--- src/rtl/flush_sequencer.sv ---
// Serialises IBAR / TLB-maintenance commits: drains the dcache, invalidates the
// icache, flushes TLB lookup state, then flushes the pipe and refetches op_pc+4.
module flush_sequencer #(
  parameter int DRAIN_MIN = 2,
  parameter int PC_W      = 32
) (
  input  logic            clk,
  input  logic            rstn,
  input  logic            exc_valid,
  input  logic            ibar_valid,
  input  logic            tlbop_valid,
  input  logic [PC_W-1:0] op_pc,
  input  logic            dcache_idle,
  input  logic            icache_inv_ack,
  input  logic            tlb_flush_ack,
  output logic            flush_pipe,
  output logic            refetch_valid,
  output logic [PC_W-1:0] refetch_pc,
  output logic            icache_inv_req,
  output logic            tlb_flush_req,
  output logic            stall_commit
);

  typedef enum logic [2:0] {
    IDLE,
    DRAIN,
    ICINV,
    TLBFL,
    DONE,
    EXC
  } state_t;

  state_t          state;
  state_t          state_next;
  logic [3:0]      drain_cnt;
  logic            tlb_pending;
  logic [PC_W-1:0] pc_q;
  logic            drain_done;

  // Counter reads 0 in the first DRAIN cycle, so cnt+1 is the number of DRAIN cycles so far.
  assign drain_done = ({1'b0, drain_cnt} + 5'd1) >= 5'(DRAIN_MIN);

  // NOTE: state_next gets a default before the case so no path leaves it unassigned (no latch).
  always_comb begin
    state_next = state;
    unique case (state)
      IDLE: begin
        if (exc_valid)        state_next = EXC;
        else if (ibar_valid)  state_next = DRAIN;
        else if (tlbop_valid) state_next = TLBFL;
      end
      DRAIN: if (drain_done && dcache_idle) state_next = ICINV;
      ICINV: if (icache_inv_ack) state_next = tlb_pending ? TLBFL : DONE;
      TLBFL: if (tlb_flush_ack) state_next = DONE;
      DONE:  state_next = IDLE;
      EXC:   state_next = IDLE;
      default: state_next = IDLE;
    endcase
  end

  // Outputs are registered from state_next, so each one equals a decode of the
  // current state and no input reaches an output combinationally.
  always_ff @(posedge clk) begin
    if (!rstn) begin
      state          <= IDLE;
      drain_cnt      <= '0;
      tlb_pending    <= 1'b0;
      pc_q           <= '0;
      flush_pipe     <= 1'b0;
      refetch_valid  <= 1'b0;
      refetch_pc     <= '0;
      icache_inv_req <= 1'b0;
      tlb_flush_req  <= 1'b0;
      stall_commit   <= 1'b0;
    end else begin
      state <= state_next;

      if (state != DRAIN)        drain_cnt <= '0;
      else if (drain_cnt != 4'hF) drain_cnt <= drain_cnt + 4'd1;

      if (state == IDLE && !exc_valid && (ibar_valid || tlbop_valid))
        pc_q <= op_pc;

      if (state == IDLE && !exc_valid && ibar_valid)
        tlb_pending <= tlbop_valid;
      else if (state == TLBFL && tlb_flush_ack)
        tlb_pending <= 1'b0;

      flush_pipe     <= (state_next == EXC) || (state_next == DONE);
      refetch_valid  <= (state_next == DONE);
      icache_inv_req <= (state_next == ICINV);
      tlb_flush_req  <= (state_next == TLBFL);
      stall_commit   <= (state_next != IDLE);

      // Wraps modulo 2^PC_W; value is held between sequences.
      if (state_next == DONE)
        refetch_pc <= pc_q + PC_W'(4);
    end
  end

endmodule

--- config.mk ---
export PLATFORM = sky130hd
export DESIGN_NAME = flush_sequencer
export DESIGN_NICKNAME = d
export VERILOG_FILES = /design/src/rtl/flush_sequencer.sv
export SDC_FILE = /design/constraint.sdc
export NUM_CORES = 1
export LEC_CHECK = 0
export ABC_AREA = 1
export BUFFER_PORTS_ARGS = -buffer_cell sky130_fd_sc_hd__buf_4
export CAP_MARGIN = 20
export CORE_MARGIN = 4
export CORE_UTILIZATION = 55
export CTS_CLUSTER_SIZE = 12
export DETAILED_ROUTE_END_ITERATION = 7
export GPL_ROUTABILITY_DRIVEN = 0
export PLACE_DENSITY = 0.8
export SYNTH_ARGS = -nofsm -noshare
export SYNTH_HDL_FRONTEND = slang
export SYNTH_SLANG_ARGS = --single-unit
--- constraint.sdc ---
create_clock -name clk -period 1.65 [get_ports clk]
set_input_delay 0.165 -clock clk [delete_from_list [all_inputs] [get_ports clk]]
set_output_delay 0.165 -clock clk [all_outputs]
set_load 0.05 [all_outputs]
==> qor.csv, run 1 <==
stage;metric;value;unit
sta;Slew headroom;73.7;%
floorplanning;Die Y;90.4;um
critical_path;critical path data required time;1910;ps
yosys;ys flop type;dfxtp_1;
detailed_routing;post-DR wirelength/cell;13.7;um
sta;RSZ-0062 raised after global routing;false;
sta;final hold viol count;0;
detailed_routing;Pre-antenna DRT Iters;5;
sta;crit share post-route;94.4;%
run;maxcap violations;0;
grt;vias in the first global route;3639;
detailed_routing;routed wire length;9690;um
power_and_ir_drop;Tot Pwr;4480;uW
clock_network;CTS buffer count;9;
sta;worst setup margin;92.8;ps
sta;Final setup viols;0;
power_and_ir_drop;switching component of the power;1500;uW
grt;initial antenna violation count;0;
grt;gr usage total;24.6;%
sta;Clock Skews;10.5;ps
critical_path;CP bufs+invs;2;
run_status;status;complete, no violations;
sta;fin. max-slew vios;0;
critical_path;CP max-delay cell;dfxtp_1;
critical_path;CP peak stage delay;440;ps
detailed_routing;drt drc;0;
power_and_ir_drop;cell internal pwr;2980;uW
power_and_ir_drop;Leak;0.00211;uW
sta;final hold slack;24.8;ps
power_and_ir_drop;Peak VDD IR;0.699;mV
yosys;Synth top area share;41.3;%
yosys;area leader, netlist;dfxtp_1;
critical_path;Critical Path End Type;flip-flop;
yosys;sequential fraction of the synthesis area;41.3;%
critical_path;Crit Path Category;reg2reg;
floorplanning;cell row count;29;
cells_and_area;fill count;572;
critical_path;startpoint types;flip-flop;
critical_path;launch point of the worst reg-to-reg path;state[1];
detailed_routing;DRT iter0 DRCs;316;
cells_and_area;commonest non-fill, non-tap cell in the layout;nand2_1;
detailed_routing;Via-to-Cell Ratio;5.32;
power_and_ir_drop;combinational power share;22.0;%
clock_network;H-tree depth;3;
yosys;Syn Nets;591;
power_and_ir_drop;sequential share of power;49.6;%
floorplanning;Starting Density;57.8;%
sta;Slew @ Worst Pin;394;ps
critical_path;crit path max fanout;21;
clock_network;Clock Tree Root;clkbuf_8;
yosys;yosys warns;0;
sta;Max Clk Rate;0.642;GHz
yosys;Synth Area per Inst;6.81;um2
yosys;post-synth cell types;29;
power_and_ir_drop;Clk pwr share;28.4;%
critical_path;crit path launch;state[1];
yosys;flops & latches, synth;77;
cells_and_area;Ant. Diodes;0;
clock_network;CTS sink count;77;
critical_path;Top delay family on crit path;simple AND/OR/NAND/NOR gates;
yosys;async set-reset flop share out of synthesis;0;%
power_and_ir_drop;Power Density;981;mW/mm2
sta;setup TNS;0;ps
place;worst slack at placement;122;ps
floorplanning;die area;0.00817;mm2
yosys;Synth Instances;548;
critical_path;Arr. time, crit path;1810;ps
yosys;Area contributors post-synth;dfxtp_1 (41%), nand2_1 (11%), nor2_1 (11%), o21ai_0 (6.8%), inv_1 (6.0%);
floorplanning;num ports;77;
floorplanning;Die W;90.4;um
critical_path;crit-path cells;nand4_1, o21ai_4, buf_4, nand3_1, nand2_1, inv_1;
place;placed wire-length estimate;7300;um
yosys;Post-synth EDFFs;0;
grt;gr ovfl total;0;
min_path;min-delay worst type;in2reg;
sta;fin crit period;1560;ps
floorplanning;CORE AREA;0.00646;mm2
clock_network;clock latency on the worst-skew pair;360;ps
grt;first-pass GRT wire length;16600;um
cells_and_area;Area Overhead vs Synth;22.5;%
clock_network;CTS clock-pin slew for the worst setup and hold paths;80;ps
grt;largest net degree at the start of global routing;43;
place;port bufs;76;
cells_and_area;Final nets;668;
yosys;cell area after synthesis;0.00373;mm2
detailed_routing;vias post-DR;3761;
power_and_ir_drop;switching power share of the total;33.5;%
cells_and_area;commonest non-fill, non-tap cells in the layout;nand2_1 (114), nor2_1 (109), buf_4 (83);
cells_and_area;fraction of layout cells with a size suffix above 1;17.6;%
min_path;hold_sp;op_pc[7];
clock_network;CTS tree;yes;
detailed_routing;antenna-violating nets left;0;
clock_network;maximum root-to-sink buffer count;2;
clock_network;total setup buffers inserted after CTS;0;
-- kinds of logic after synthesis --
kind of cell	count (synthesis)	share of synthesized area [%]
AO/OA/AOI/OAI	96	14.7
XOR/XNOR	9	2.11
adder cells (fa/ha/maj)	3	1.01
buffers and inverters	80	8.85
flip-flops	77	41.3
AND/OR/NAND/NOR	283	32.0
-- worst paths after layout --
path / end / slack [ps] / cells after the start
max: refetch_pc[22] / 90 / 6
min: pc_q[7] / 20 / 3
max reg2reg: refetch_pc[22] / 90 / 6
min reg2reg: pc_q[31] / 470 / 2
-- per-stage QoR --
step / util [%] / cells / cell area [um2]
finish: 70.8 / 707 / 4570
global route: 70.8 / 707 / 4570
CTS: 70.7 / 707 / 4570
detailed placement: 68.0 / 691 / 4390
global placement: 68.0 / 691 / 4390
floorplan: - / 548 / 3730
-- tightest hold or removal path: cells and delay by family --
kind | cells | cell delay (ps)
AND/OR/NAND/NOR | 2 | 110
buffers and inverters | 1 | 80
-- per-layer routing --
| metal | GRT usage, % | share of wire (%) | up-vias |
|---|---|---|---|
| met1 | 31.2 | 44 | 1696 |
| met5 | 0 | 0 | - |
| met4 | 9.57 | 2.8 | 0 |
| met3 | 6.08 | 6.7 | 29 |
| li1 | - | - | 1904 |
| met2 | 40.3 | 47 | 132 |
-- state kept, by name, summed over array words and instances (netlist names) --
register / cells
tlb_flush_req: 1
drain_cnt: 4
flush_pipe: 1
tlb_pending: 1
stall_commit: 1
refetch_pc: 32
refetch_valid: 1
state: 3
icache_inv_req: 1
pc_q: 32
-- synthesized netlist by cell type (3+ instances only) --
cell / count
a21oi_1: 20
xor2_1: 7
inv_1: 60
nor2_4: 3
o21ai_0: 51
o21a_1: 15
dfxtp_1: 77
nand3b_1: 11
ha_1: 3
o211ai_1: 5
nand3_1: 33
nand2_1: 114
nor2_1: 110
nor3_1: 4
clkbuf_1: 9
nand4_1: 5
buf_2: 6
-- area by class of cell --
type	count	area, um2	area share, %
clock buffer	10	138	3.01
clock inverter	6	38.8	0.848
inverter	61	229	5.01
multi-input combinational	391	1860	40.8
sequential	77	1540	33.8
tap	77	96.3	2.11
timing repair buffer	85	663	14.5
-- repair_timing --
action                                  4_1_cts  5_1_grt
hold buffers                                  0        0
gates resized for setup                       0        4
endpoints found under the setup margin        0        6
-- power groups by stage --
| stage | clock [uW] | sequential, uW | combinational (uW) |
|---|---|---|---|
| floorplan | 0 | 2420 | 464 |
| detailed placement | 0 | 2250 | 987 |
| global route | 1380 | 2240 | 1100 |
| finish | 1280 | 2220 | 987 |
| CTS | 1300 | 2210 | 993 |
| global placement | 0 | 2250 | 966 |
No activity file was read; power rests on OpenSTA's default activity.
==> inputs of run 2 (changes only) <==
CORE_ASPECT_RATIO = 0.9   (was default)
REMOVE_ABC_BUFFERS = 1   (was default)
==> run 2 against run 1 <==
Final cell count rose by 2.1%; highest routed layer unchanged; sequential share of layout area fell by 0.82 points; clock skew fell by 2.5 ps; fmax rose by 3.0%; non-clock buffer count rose by 2; critical path depth rose by 1; worst setup slack improved by 45 ps; cell area rose by 2.5%; via count rose by 0.21%; clock-buffer cell count did not move.
==> qor.csv, run 2 (synthesis results as in run 1) <==
stage;metric;value;unit
floorplanning;Starting Density;56.7;%
detailed_routing;drt drc;0;
power_and_ir_drop;Power Density;1050;mW/mm2
grt;largest net degree at the start of global routing;40;
cells_and_area;Ant. Diodes;0;
cells_and_area;Area Overhead vs Synth;25.5;%
critical_path;CP bufs+invs;2;
critical_path;launch point of the worst reg-to-reg path;state[0];
floorplanning;Die W;94.9;um
detailed_routing;antenna-violating nets left;0;
detailed_routing;Via-to-Cell Ratio;5.22;
sta;crit share post-route;91.6;%
detailed_routing;post-DR wirelength/cell;13.0;um
cells_and_area;biggest regs;pc_q (32), refetch_pc (32), drain_cnt (4);
grt;first-pass GRT wire length;15900;um
power_and_ir_drop;Leak;0.00215;uW
sta;final hold slack;36.7;ps
critical_path;CP Depth;7;
detailed_routing;Pre-antenna DRT Iters;7;
sta;Slew headroom;69.0;%
min_path;hold path endpoint;pc_q[26];
critical_path;Critical Path End Type;flip-flop;
clock_network;clock latency on the worst-skew pair;350;ps
min_path;min-delay worst type;in2reg;
critical_path;Arr. time, crit path;1740;ps
clock_network;maximum root-to-sink buffer count;2;
grt;initial antenna violation count;0;
sta;Slew @ Worst Pin;459;ps
sta;setup TNS;0;ps
run_status;status;complete, no violations;
cells_and_area;Final nets;670;
clock_network;total setup buffers inserted after CTS;0;
critical_path;Crit Path Category;reg2reg;
critical_path;CP peak stage delay;360;ps
sta;RSZ-0062 raised after global routing;true;
floorplanning;die area;0.00817;mm2
sta;final hold viol count;0;
critical_path;crit path max fanout;17;
critical_path;setup slack, reg-to-reg;140;ps
clock_network;H-tree depth;3;
sta;fin crit period;1510;ps
sta;Clock Skews;8.00;ps
place;port bufs;76;
critical_path;Top delay family on crit path;simple AND/OR/NAND/NOR gates;
critical_path;most used cell, CP;nor2_4;
run;maxcap violations;0;
critical_path;R2R Path End;pc_q[13];
clock_network;CTS tree;yes;
cells_and_area;commonest non-fill, non-tap cell in the layout;nand2_1;
detailed_routing;M1 WL;4330;um
clock_network;CTS clock-pin slew for the worst setup and hold paths;80;ps
critical_path;Reg2Reg Depth;7;
grt;gr usage total;24.2;%
min_path;hold_sp;op_pc[26];
floorplanning;num ports;77;
sta;Max Clk Rate;0.661;GHz
sta;fin. max-slew vios;0;
detailed_routing;vias post-DR;3769;
critical_path;CP max-delay cell;dfxtp_1;
floorplanning;Die Y;86.2;um
clock_network;Clock Tree Root;clkbuf_8;
cells_and_area;fraction of layout cells with a size suffix above 1;17.7;%
clock_network;CTS buffer count;9;
place;placed wire-length estimate;6830;um
min_path;worst hold stages;3;
power_and_ir_drop;Peak VDD IR;0.717;mV
clock_network;CTS sink count;77;
cells_and_area;fill count;577;
floorplanning;cell row count;28;
detailed_routing;met2 wire length;4270;um
critical_path;critical path data required time;1880;ps
floorplanning;CORE AREA;0.00659;mm2
detailed_routing;DRT iter0 DRCs;301;
grt;vias in the first global route;3485;
critical_path;crit-path cells;nor2_4, nand3_1, nor2_4, inv_1, buf_4, o21ai_0, a21oi_1;
critical_path;startpoint types;flip-flop;
detailed_routing;met3 WL;679;um
sta;Final setup viols;0;
detailed_routing;top layer in use;met4;
grt;gr ovfl total;0;
cells_and_area;commonest non-fill, non-tap cells in the layout;nand2_1 (114), nor2_1 (110), buf_4 (84);
detailed_routing;routed wire length;9420;um
[run 2: layout make-up]
type | count | area, um2 | area share [%]
Sequential cell | 77 | 1540 | 32.9
Clock buffer | 10 | 128 | 2.72
Clock inverter | 6 | 111 | 2.38
Timing Repair Buffer | 87 | 691 | 14.7
Tap cell | 90 | 113 | 2.40
Inverter | 61 | 229 | 4.89
Multi-Input combinational cell | 391 | 1870 | 39.9
[run 2: worst max-delay path by stage]
stage	start	end	slack, ps
floorplan	state[0]	refetch_pc[11]	-130
global placement	state[2]	refetch_pc[11]	220
detailed placement	pc_q[3]	refetch_pc[18]	180
CTS	state[0]	pc_q[13]	150
global route	pc_q[3]	refetch_pc[18]	-20
finish	state[0]	pc_q[13]	140
[run 2: worst register-to-register path: stages, from the launching register on]
cell and delay (ps):
dfxtp_1 360, nor2_4 160, nand3_1 160, nor2_4 130
inv_1 90, buf_4 200, o21ai_0 230, a21oi_1 60
[run 2: layer usage]
layer  track usage, %  vias up
met5                0        -
met4             8.13        0
met3             5.44       12
met2             38.1      137
met1             32.8     1709
li1                 -     1911
[run 2: power breakdown]
group	switching, uW	total (uW)	internal [uW]
logic	624	996	372
clock network	702	1710	1010
registers	182	2230	2040
total	1510	4930	3420
[run 2: per-stage QoR]
step / instance area, um2 / total power [uW] / util (%) / cells / setup WS, ps
finish: 4690 / 4930 / 71.2 / 722 / 138
global route: 4690 / 5170 / 71.2 / 722 / -20.8
CTS: 4670 / 4950 / 71.0 / 722 / 153
detailed placement: 4440 / 3240 / 67.3 / 706 / 183
global placement: 4440 / 3220 / 67.3 / 706 / 219
floorplan: 3630 / 2850 / - / 529 / -133
[run 2: repair_timing]
item / in CTS / in global routing
hold buffers: 0 / 0
setup endpoints to repair: 0 / 6
gates resized for setup: 0 / 4
endpoints found under the hold margin: 0 / 0
